==> config.mk <==
export PLATFORM = sky130hd
export DESIGN_NAME = uart_tx_fifo
export DESIGN_NICKNAME = d
export VERILOG_FILES = /design/src/rtl/uart_pkg.sv /design/src/rtl/uart_fifo.sv /design/src/rtl/uart_tx_fifo.sv
export SDC_FILE = /design/constraint.sdc
export NUM_CORES = 1
export LEC_CHECK = 0
export CORE_UTILIZATION = 50
export CTS_BUF_LIST = sky130_fd_sc_hd__clkbuf_8 sky130_fd_sc_hd__clkbuf_16
export CTS_CLUSTER_DIAMETER = 100
export DETAILED_ROUTE_END_ITERATION = 7
export GPL_TIMING_DRIVEN = 0
export PLACE_DENSITY = 0.72
export SLEW_MARGIN = 20
export SYNTH_ARGS = -nofsm -noshare
export SYNTH_HDL_FRONTEND = slang
export SYNTH_SLANG_ARGS = --single-unit
==> constraint.sdc <==
create_clock -name i_clk -period 3.4 [get_ports i_clk]
set_input_delay 0.34 -clock i_clk [delete_from_list [all_inputs] [get_ports i_clk]]
set_output_delay 0.34 -clock i_clk [all_outputs]
set_load 0.01 [all_outputs]
==> src/rtl/uart_pkg.sv <==
// Shared types and constants for the UART transmit path.
package uart_pkg;

  // Serializer states; a frame walks START -> DATA -> [PAR] -> STOP.
  typedef enum logic [2:0] {
    IDLE,
    START,
    DATA,
    PAR,
    STOP
  } tx_state_t;

  // Parity modes selectable through the PARITY parameter.
  localparam int PAR_NONE = 0;
  localparam int PAR_EVEN = 1;
  localparam int PAR_ODD  = 2;

  // Parity bit for a data word; narrower words arrive zero-extended,
  // which leaves the XOR reduction unchanged.
  function automatic logic frame_parity(input logic [7:0] data, input int mode);
    return (mode == PAR_ODD) ? ~^data : ^data;
  endfunction

endpackage

==> src/rtl/uart_fifo.sv <==
// Write FIFO for the UART transmit path. Count-based full/empty with all
// status outputs registered; head word is presented combinationally so the
// serializer can load it on the same cycle it pops.
module uart_fifo #(
  parameter int W     = 8,
  parameter int DEPTH = 16
) (
  input  logic                     i_clk,
  input  logic                     i_rst,
  input  logic [W-1:0]             i_wdata,
  input  logic                     i_push,
  input  logic                     i_pop,
  output logic [W-1:0]             o_rdata,
  output logic                     o_full,
  output logic                     o_empty,
  output logic [$clog2(DEPTH):0]   o_count,
  output logic                     o_overflow
);

  localparam int AW = $clog2(DEPTH);
  localparam logic [AW-1:0] PTR_ONE  = AW'(1);
  localparam logic [AW:0]   CNT_ONE  = (AW + 1)'(1);
  localparam logic [AW:0]   CNT_FULL = (AW + 1)'(DEPTH);

  logic [W-1:0]  mem [DEPTH];
  logic [AW-1:0] wr_ptr_q, wr_ptr_d;
  logic [AW-1:0] rd_ptr_q, rd_ptr_d;
  logic [AW:0]   count_q, count_d;
  logic          full_q, full_d;
  logic          empty_q, empty_d;
  logic          overflow_q, overflow_d;
  logic          push_ok, pop_ok;

  // Accept/pop decisions and next-state of pointers, count and flags.
  always_comb begin
    push_ok    = i_push & ~full_q;
    pop_ok     = i_pop & ~empty_q;
    wr_ptr_d   = push_ok ? wr_ptr_q + PTR_ONE : wr_ptr_q;
    rd_ptr_d   = pop_ok ? rd_ptr_q + PTR_ONE : rd_ptr_q;
    count_d    = count_q;
    case ({push_ok, pop_ok})
      2'b10:   count_d = count_q + CNT_ONE;
      2'b01:   count_d = count_q - CNT_ONE;
      default: count_d = count_q;
    endcase
    full_d     = (count_d == CNT_FULL);
    empty_d    = (count_d == '0);
    overflow_d = i_push & full_q;
  end

  // Pointer, count and status registers; reset empties the queue.
  always_ff @(posedge i_clk or negedge i_rst) begin
    if (!i_rst) begin
      wr_ptr_q   <= '0;
      rd_ptr_q   <= '0;
      count_q    <= '0;
      full_q     <= 1'b0;
      empty_q    <= 1'b1;
      overflow_q <= 1'b0;
    end else begin
      wr_ptr_q   <= wr_ptr_d;
      rd_ptr_q   <= rd_ptr_d;
      count_q    <= count_d;
      full_q     <= full_d;
      empty_q    <= empty_d;
      overflow_q <= overflow_d;
    end
  end

  // Storage array; only accepted writes touch it.
  always_ff @(posedge i_clk) begin
    if (push_ok) begin
      mem[wr_ptr_q] <= i_wdata;
    end
  end

  assign o_rdata    = mem[rd_ptr_q];
  assign o_full     = full_q;
  assign o_empty    = empty_q;
  assign o_count    = count_q;
  assign o_overflow = overflow_q;

endmodule

==> src/rtl/uart_tx_fifo.sv <==
// UART transmit path: write FIFO feeding a frame serializer that advances
// only on i_baud strobes and chains queued frames without an idle bit.
module uart_tx_fifo
  import uart_pkg::*;
#(
  parameter int DATA_W    = 8,
  parameter int DEPTH     = 16,
  parameter int PARITY    = PAR_NONE,
  parameter int STOP_BITS = 1
) (
  input  logic                   i_clk,
  input  logic                   i_rst,
  input  logic [DATA_W-1:0]      i_D,
  input  logic                   i_write,
  input  logic                   i_baud,
  output logic                   o_full,
  output logic                   o_empty,
  output logic [$clog2(DEPTH):0] o_count,
  output logic                   o_overflow,
  output logic                   o_busy,
  output logic                   o_tx
);

  localparam logic [2:0] LAST_DATA = 3'(DATA_W - 1);
  localparam logic [2:0] LAST_STOP = 3'(STOP_BITS - 1);

  tx_state_t         state_q, state_d;
  logic [DATA_W-1:0] shift_q, shift_d;
  logic [2:0]        cnt_q, cnt_d;
  logic              par_q, par_d;
  logic              tx_q, tx_d;
  logic              pop;
  logic [DATA_W-1:0] head;
  logic              fifo_empty;

  uart_fifo #(
    .W     (DATA_W),
    .DEPTH (DEPTH)
  ) u_fifo (
    .i_clk      (i_clk),
    .i_rst      (i_rst),
    .i_wdata    (i_D),
    .i_push     (i_write),
    .i_pop      (pop),
    .o_rdata    (head),
    .o_full     (o_full),
    .o_empty    (fifo_empty),
    .o_count    (o_count),
    .o_overflow (o_overflow)
  );

  // Next-state and line value; nothing moves except on a baud strobe.
  always_comb begin
    state_d = state_q;
    shift_d = shift_q;
    cnt_d   = cnt_q;
    par_d   = par_q;
    tx_d    = tx_q;
    pop     = 1'b0;
    if (i_baud) begin
      case (state_q)
        IDLE: begin
          if (!fifo_empty) begin
            pop     = 1'b1;
            shift_d = head;
            par_d   = frame_parity(8'(head), PARITY);
            tx_d    = 1'b0;
            state_d = START;
          end
        end
        START: begin
          tx_d    = shift_q[0];
          shift_d = shift_q >> 1;
          cnt_d   = '0;
          state_d = DATA;
        end
        DATA: begin
          if (cnt_q == LAST_DATA) begin
            cnt_d = '0;
            if (PARITY != PAR_NONE) begin
              tx_d    = par_q;
              state_d = PAR;
            end else begin
              tx_d    = 1'b1;
              state_d = STOP;
            end
          end else begin
            tx_d    = shift_q[0];
            shift_d = shift_q >> 1;
            cnt_d   = cnt_q + 3'd1;
          end
        end
        PAR: begin
          tx_d    = 1'b1;
          cnt_d   = '0;
          state_d = STOP;
        end
        STOP: begin
          if (cnt_q == LAST_STOP) begin
            // Chain straight into the next start bit when work is queued.
            if (!fifo_empty) begin
              pop     = 1'b1;
              shift_d = head;
              par_d   = frame_parity(8'(head), PARITY);
              tx_d    = 1'b0;
              state_d = START;
            end else begin
              tx_d    = 1'b1;
              state_d = IDLE;
            end
          end else begin
            cnt_d = cnt_q + 3'd1;
          end
        end
        default: begin
          tx_d    = 1'b1;
          state_d = IDLE;
        end
      endcase
    end
  end

  // Serializer registers; reset aborts any frame and parks the line high.
  always_ff @(posedge i_clk or negedge i_rst) begin
    if (!i_rst) begin
      state_q <= IDLE;
      shift_q <= '0;
      cnt_q   <= '0;
      par_q   <= 1'b0;
      tx_q    <= 1'b1;
    end else begin
      state_q <= state_d;
      shift_q <= shift_d;
      cnt_q   <= cnt_d;
      par_q   <= par_d;
      tx_q    <= tx_d;
    end
  end

  assign o_empty = fifo_empty;
  assign o_busy  = (state_q != IDLE);
  assign o_tx    = tx_q;

endmodule

# Word-level counts from Yosys, hierarchy flattened
# Memories as Yosys holds them, arrays and structs flattened.
# Cells that the tools add are included.
[totals]
register_bits = 31
memories = 1
mem_bits_rw = 128
output_inout_bits = 10
in_bits = 12
[classes]
bitwise = 5
eq_ne = 13
add_sub_neg = 5
reduce_logical = 11
mux = 24
[memory_table]
columns = ["name", "depth", "word_bits", "read_ports", "rd_clocked_by_memory_dff", "wr", "line", "text"]
rows = [
  ["u_fifo.mem", 16, 8, 1, 0, 1, "uart_fifo.sv:25", "logic [W-1:0] mem [DEPTH];"],
]
[op_table]
columns = ["cell", "count"]
rows = [
  ["$pmux W8 S4", 1],
  ["$mux W8", 3],
  ["$mux W3", 5],
  ["$pmux W3 S5", 1],
  ["$mux W1", 10],
  ["$ne A2 B2 Y1 const B", 5],
  ["$pmux W5 S2", 1],
  ["$pmux W3 S3", 1],
  ["$add A4 B1 Y4 const B", 2],
  ["$reduce_and A4 Y1", 2],
  ["$eq A3 B2 Y1 const B", 2],
  ["$eq A3 B3 Y1 const B", 2],
  ["$logic_not A3 Y1", 2],
  ["$reduce_and A3 Y1", 2],
  ["$reduce_bool A3 Y1", 2],
  ["$add A5 B1 Y5 const B", 1],
  ["$eq A5 B5 Y1 const B", 1],
  ["$logic_not A5 Y1", 1],
  ["$sub A5 B1 Y5 const B", 1],
  ["$pmux W1 S4", 1],
  ["$reduce_bool A4 Y1", 1],
  ["$add A3 B1 Y3 const B", 1],
  ["$and A1 B1 Y1", 3],
  ["$eq A3 B1 Y1 const B", 1],
  ["5 further kinds", 6],
]

# Logic depth before layout (Yosys ltp)
# Gate-level depths: netlist of the first run.
[depth]
word_depth = 8
mapped_depth = 13
depth_no_buf = 13

# By module
# A second synthesis of the first run with hierarchy kept.
[hier_totals]
hier_cells = 368
hier_area_um2 = 6884.1
[by_module_without_submodules]
columns = ["module", "instances", "cells_per_inst", "area_per_inst_um2", "seq_area_each_um2"]
rows = [
  ["uart_fifo", 1, 278, 5928.2, 4245.3],
  ["uart_tx_fifo", 1, 90, 955.9, 376.6],
]

# Worst setup path after synthesis of the first run
# OpenSTA, ideal clock, no wires.
[synth_path]
path_type = "register to register"
startpoint = "register state_q[0]"
endpoint = "register u_fifo.empty_q (netlist: u_fifo.o_empty)"
setup_time_ps = 61
synth_period_minus_slack_ps = 2780
path_slack_ps = 620
n_path_buf = 1
arrival_time_ps = 2719
stages_incl_launch_ff = 13
cell_sequence = "dfrtp_1 > buf_2 > nor2_1 > a31oi_2 > nand2_1 > inv_2 > ha_1 > fa_1 > a21o_1 > a21oi_1 > mux2i_1 > xor2_1 > and2_1"
[synth_between]
elab_chain_cells = 7
word_cells_on_any_way = 9
cone_classes = "3 x eq/ne; 3 x mux; 1 x bitwise; 2 x reduce/logical"
[synth_rtl]
columns = ["element", "line", "text"]
rows = [
  ["start, declared", "uart_tx_fifo.sv:27", "tx_state_t state_q, state_d;"],
  ["start signal, assigned", "uart_tx_fifo.sv:132", "state_q <= state_d;"],
  ["$eq A3 B3 Y1 / $logic_not A3 Y1 (equally long branches)", "uart_tx_fifo.sv:61", "case (state_q)"],
  ["$pmux W1 S2 *", "uart_tx_fifo.sv:61", ""],
  ["$mux W1 *", "uart_tx_fifo.sv:60", "if (i_baud) begin"],
  ["$and A1 B1 Y1 *", "uart_fifo.sv:37", "pop_ok = i_pop & ~empty_q;"],
  ["via u_fifo.pop_ok", "uart_fifo.sv:32", "logic push_ok, pop_ok;"],
  ["$eq A2 B1 Y1 / $eq A2 B2 Y1 (equally long branches)", "uart_fifo.sv:41", "case ({push_ok, pop_ok})"],
  ["$pmux W5 S2 *", "uart_fifo.sv:41", ""],
  ["$logic_not A5 Y1 *", "uart_fifo.sv:47", "empty_d = (count_d == '0);"],
  ["via u_fifo.empty_d", "uart_fifo.sv:30", "logic empty_q, empty_d;"],
  ["end signal, assigned", "uart_fifo.sv:65", "empty_q <= empty_d;"],
  ["end, declared", "uart_fifo.sv:30", ""],
]
# Mark *: on every way through the listed nets, which the timed path passes. The rest lies on a longest branch.
# A chain may end at the register's enable or synchronous reset.

# Worst setup path in the final report of the first run
# Ends and elaborated chain as after synthesis.

==> metrics.txt, run 1 <==
status completed; grt total ovfl 0; # diodes 0; routability cong. between 0.8 and 0.9; asr flop ratio synth 19.5%; count leader, synth edfxtp_1; utilization after layout 59.7%; DRT antenna net count 0; CP endpoint u_fifo.o_empty; fin nets roughly 490; CP Launch Type register; maxcap violations 0; Clock Latency Late Sink 0.42 ns; P&R area growth vs syn 15.2%; DP Cell Count 615; H-tree depth 4; Hold Fails Final Rpt 0; r2r endpoint u_fifo.o_empty; DP Area 7040 µm²; final count of negative-setup-slack endpoints 0; Worst Setup Slack, final 0.337 ns; initial core utilization 51.8%; Design Area, Final ~7600 µm²; largest net degree at the start of global routing 32; flop2flop setup slack 0.34 ns; Setup CP Type reg2reg; synthesized area between 6000 and 7000 µm²; largest area contributor in the netlist edfxtp_1; Hold Crit Class in2async; Initial DRC Count 228; CTS Buffer Depth 2; crit path launch state_q[0]; PwrDens 876 nW/µm²; part of the Yosys area used for sequential elements between 70% and 80%; IO Port Bufs 21; setup slack at placement 0.163 ns; main combinational cell family by area after synthesis multiplexers; Root Driver clkbuf_16; layout cell share with drive strength beyond 1 12.4%; r2r worst-path depth 12; Via density 5.59; Core Region 12700 µm²; top cell type's share of synthesized area 58.3%; Seq cells post-synth 159; Syn Area/Cell 15.6 µm²; clk slew on worst S/H paths 0.06 ns; worst path required time about 3.8 ns; drt first pass iters 5; CTS tree yes; peak supply drop 0.411 mV; number of global-route vias before repair 3638; static leakage ~2.8 nW; Worst Skew ~0.0083 ns; endpoint class of the critical path register; Chip Width 117 µm; die height 117 µm; CTS Buf Count 17; f_max between 0.3 and 0.4 GHz; hold slack 0.498 ns; post-synthesis cell type count 42; Synth Warn # 0; Post-Synth XOR/XNOR Area 1.33%; RSZ-0062 raised after global routing no; Total GRT Usage 20.1%; Worst-Margin Slew 0.976 ns; CP arrival 3.42 ns; Vias 3623; post-synthesis simple-gate area fraction 5.60%; initial antenna violation count 0; CP max FO 9; Syn Nets 447; Synth Area in Compound Gates 7.34%; clock sink count about 160; Mapped Cells 422; first-pass GRT wire length roughly 19000 µm; DRC viols 0; Worst slew margin 34.7%; Detail Placement HPWL 7970 µm; die area ~14000 µm²; number of synthesized flops with an enable pin between 100 and 150; mux cell area share after synthesis 10.9%; setup TNS 0 ns; R2R Path Start state_q[0]; total power 6.66 mW; fin crit period 3.06 ns; Post-Synth Adder-Cell Area 2.58%; wire length per cell 19.0 µm; io pins 22; Post-CTS Setup Inserts 0; top_reg_cell synth edfxtp_1; row count between 40 and 50; top cells by area, synth edfxtp_1 (58%), dfrtp_1 (11%), mux2i_1 (8.8%); total wire length after detailed routing 12300 µm; Finished Layout Cells 648; commonest cells in the netlist edfxtp_1 (128), mux2i_1 (58), dfrtp_1 (29); crit share post-route 90.1%; Slew Limit Fails 0
final cells by class:
| cell class | instances | area [µm²] |
|---|---|---|
| fillers | 992 | 5120 |
| well taps | 172 | 215 |
| multi-input cells | 233 | 1850 |
| inverters | 10 | 37.5 |
| repair buffers | 22 | 215 |
| flip-flops and latches | 159 | 4620 |
| clock buffers | 17 | 425 |
| clock inverters | 15 | 125 |
| plain buffers | 20 | 109 |
how the worst min path moves through the flow:
| stage | end | cells after the start | startpoint | slack (ns) |
|---|---|---|---|---|
| after floorplan | cnt_q[0] | 0 | i_rst | 0.04 |
| after detailed placement | cnt_q[0] | 1 | i_rst | 0.43 |
| after global placement | u_fifo.o_overflow | 1 | u_fifo.o_full | 0.49 |
| final | cnt_q[1] | 2 | i_rst | 0.50 |
| after CTS | u_fifo.o_overflow | 2 | i_write | 0.48 |
| after global routing | u_fifo.o_overflow | 2 | i_write | 0.49 |
cell families (layout without fill, tap and decap cells):
kind of cell	Yosys count	count (layout)
flops	159	159
simple gates	78	78
compound gates	67	67
mux	65	65
buf+inv	30	84
fa+ha+maj	13	13
xor+xnor	10	10
timing repair:
item | in CTS | in global routing
hold buffers | 1 | 0
setup endpoints to repair | 0 | 1
resized for setup | 0 | 1
endpoints found under the hold margin | 29 | 0
state kept, by name (all words and copies together) (netlist names):
signal / flops
u_fifo.mem: 128
shift_q: 8
u_fifo.o_count: 5
u_fifo.rd_ptr_q: 4
u_fifo.wr_ptr_q: 4
cnt_q: 3
state_q: 3
o_tx: 1
u_fifo.o_empty: 1
u_fifo.o_full: 1
u_fifo.o_overflow: 1
layout by cell type, fill, tap and decap left out, types with 3 or more instances in the layout:
| cell | netlist | routed |
|---|---|---|
| ha_1 | 12 | 12 |
| o21ai_1 | 7 | 7 |
| nor2_1 | 25 | 24 |
| buf_4 | 3 | 3 |
| inv_6 | 0 | 6 |
| clkinv_4 | 0 | 3 |
| a21oi_1 | 6 | 6 |
| nand3_1 | 9 | 9 |
| edfxtp_1 | 128 | 128 |
| a22oi_1 | 28 | 28 |
| mux2i_1 | 58 | 58 |
| nand2_1 | 17 | 17 |
| inv_1 | 9 | 10 |
| dfrtp_1 | 29 | 29 |
| nor3_2 | 0 | 4 |
| a31oi_1 | 7 | 7 |
| clkdlybuf4s50_1 | 0 | 20 |
| a21o_1 | 3 | 3 |
| nand2b_1 | 5 | 5 |
| mux4_2 | 5 | 5 |
| clkbuf_1 | 9 | 9 |
| and2_1 | 4 | 4 |
| nor2b_1 | 7 | 7 |
| a32oi_1 | 7 | 7 |
| clkbuf_16 | 0 | 17 |
| buf_2 | 6 | 7 |
| xnor2_1 | 8 | 8 |
worst max-delay path, cell delays in order, from the launching register on:
cell	delay, ns
dfrtp_1	0.36
buf_2	0.17
nor2_2	0.23
a31oi_2	0.18
nand2_1	0.22
inv_2	0.11
ha_1	0.30
fa_1	0.43
a21o_1	0.19
a21oi_1	0.16
mux2i_1	0.23
xor2_1	0.22
and2_1	0.19
power by group:
part | internal [mW] | total (mW) | switching [mW]
registers | 2.46 | 2.63 | 0.166
logic | 0.944 | 2.28 | 1.33
clock network | 0.955 | 1.75 | 0.797
metal layers:
metal	vias to the layer above	share of wire (%)	GRT usage [%]
met3	22	5.3	5.72
met4	0	2.1	9.03
li1	1708	-	-
met5	-	0	0
met1	1799	42	25.4
met2	94	51	32.6
(Power assumes the default switching activity.)
==> run 2: changes to the inputs <==
--- a/config.mk
+++ b/config.mk
@@ -5,6 +5,7 @@
 export SDC_FILE = /design/constraint.sdc
 export NUM_CORES = 1
 export LEC_CHECK = 0
+export ABC_AREA = 0
 export CORE_UTILIZATION = 50
 export CTS_BUF_LIST = sky130_fd_sc_hd__clkbuf_8 sky130_fd_sc_hd__clkbuf_16
 export CTS_CLUSTER_DIAMETER = 100
==> constraint.sdc (replaced) <==
create_clock -name i_clk -period 2.95 [get_ports i_clk]
set_input_delay 0.295 -clock i_clk [delete_from_list [all_inputs] [get_ports i_clk]]
set_output_delay 0.295 -clock i_clk [all_outputs]
set_load 0.01 [all_outputs]
==> run 2 against run 1 <==
Fmax is 11% higher. Clock-buffer cell count stayed put. Clock power is 15% higher. Clock skew is 0.0027 ns higher. Largest power group unchanged. Sequential power is 16% higher. Sequential share of layout area is 0.28 points lower.
==> metrics.txt, run 2 (synthesized netlist as in run 1, its figures left out) <==
endpoint class of the critical path register; routability cong. 0.815; DP Area 7040 µm²; clk slew on worst S/H paths 0.06 ns; r2r endpoint u_fifo.o_empty; PwrDens 1010 nW/µm²; static leakage 2.80 nW; io pins 22; f_max around 0.36 GHz; Total GRT Usage 20.2%; CP endpoint u_fifo.o_empty; worst path buffer plus inverter count 2; number of global-route vias before repair 3642; DRT antenna net count 0; Worst slew margin 32.6%; utilization after layout 60.0%; largest net degree at the start of global routing 32; final count of negative-setup-slack endpoints 0; max reg flops 128; Core Region about 13000 µm²; CTS Buffer Depth 2; Chip Width 117 µm; P&R area growth vs syn 15.7%; Worst path top cell family by delay adder cells; crit share post-route 93.1%; H-tree depth 4; most common cell after layout, fill and taps aside edfxtp_1; peak supply drop 0.479 mV; Clock Latency Late Sink 0.43 ns; Slew Limit Fails 0; Via density approximately 5.6; total wire length after detailed routing 12300 µm; clock sink count 159; flop2flop setup slack 0.20 ns; r2r worst-path depth 13; Initial DRC Count between 200 and 300; drt first pass iters 5; layout cell share with drive strength beyond 1 13.1%; Worst-Margin Slew 1.01 ns; Worst Setup Slack, final 0.202 ns; fin crit period 2.75 ns; Post-CTS Setup Inserts 0; initial core utilization 51.8%; Hold Crit Class in2reg; total power between 7 and 8 mW; CP Launch Type register; CTS tree yes; CP max FO 6; CP peak stage delay 0.40 ns; Hold Fails Final Rpt 0; fin nets 487; Detail Placement HPWL 7970 µm; first-pass GRT wire length 19000 µm; Vias 3593; grt total ovfl 0; maxcap violations 0; # diodes 0; Cell Chain, Critical Path inv_1 > ha_1 > nand2b_1 > a31oi_4 > nand2_4 > inv_4 > ha_4 > fa_1 > a21o_1 > a21oi_1 > mux2i_1 > xor2_1 > and2_4; status completed; R2R Path Start cnt_q[0]; DRC viols 0; Levels on crit path 13; setup TNS 0 ns; crit path launch cnt_q[0]; initial antenna violation count 0; Root Driver clkbuf_16; Design Area, Final 7630 µm²; die area approximately 14000 µm²; CP arrival a little over 3 ns; IO Port Bufs 21; setup slack at placement -0.242 ns; Setup CP Type reg2reg; wire length per cell between 15 and 20 µm; largest register by flop count u_fifo.mem; row count 41; crit path max-delay cell type fa_1; die height about 120 µm; commonest non-fill, non-tap cells in the layout edfxtp_1 (128), mux2i_1 (58), dfrtp_1 (29), a22oi_1 (28), nor2_1 (24); CTS Buf Count 17; worst path required time roughly 3.3 ns; Worst Skew 0.0110 ns
## run 2: timing repair
action                                  CTS  global route
resized for setup                         4             5
pin swaps                                 0             3
hold buffers                              1             0
endpoints found under the setup margin    3             3
cloned                                    0             0
endpoints found under the hold margin    29             0
## run 2: worst min path at each step
stage / from / endpoint / slack [ns] / cells past startpoint
floorplan: i_rst / cnt_q[0] / -0.0006 / 0
global placement: u_fifo.o_full / u_fifo.o_overflow / 0.49 / 1
detailed placement: i_rst / cnt_q[0] / 0.39 / 1
CTS: i_write / u_fifo.o_overflow / 0.44 / 2
global route: i_write / u_fifo.o_overflow / 0.45 / 2
finish: i_write / u_fifo.o_overflow / 0.45 / 2
## run 2: cell type report
class / count / area, µm²
Multi-Input combinational cell: 233 / 1890
Clock buffer: 17 / 425
Timing Repair Buffer: 22 / 215
Fill cell: 982 / 5090
Clock inverter: 15 / 125
Inverter: 10 / 40.0
Buffer: 19 / 105
Sequential cell: 159 / 4620
Tap cell: 172 / 215
## run 2: per-stage QoR
| step | std cells | hold slack, ns |
|---|---|---|
| 5_1_grt | 647 | 0.450 |
| 4_1_cts | 647 | 0.438 |
| 3_3_place_gp | 615 | 0.488 |
| 6_report | 647 | 0.453 |
| 3_5_place_dp | 615 | 0.390 |
| 2_1_floorplan | 422 | -0.000591 |
## run 2: layer usage
layer,vias to the layer above,wire (µm),global-route usage [%],part of all wire (%)
met4,0,250,9.03,2.0
met3,19,648,5.72,5.3
met1,1779,5180,25.5,42
met5,-,0,0,0
met2,88,6240,32.7,51
li1,1707,-,-,-
## run 2: power breakdown
part | internal [mW] | leakage (nW) | switching (mW)
logic | 1.11 | 1.00 | 1.54
clock network | 1.10 | 0.271 | 0.919
registers | 2.84 | 1.53 | 0.215
total | 5.05 | 2.80 | 2.67
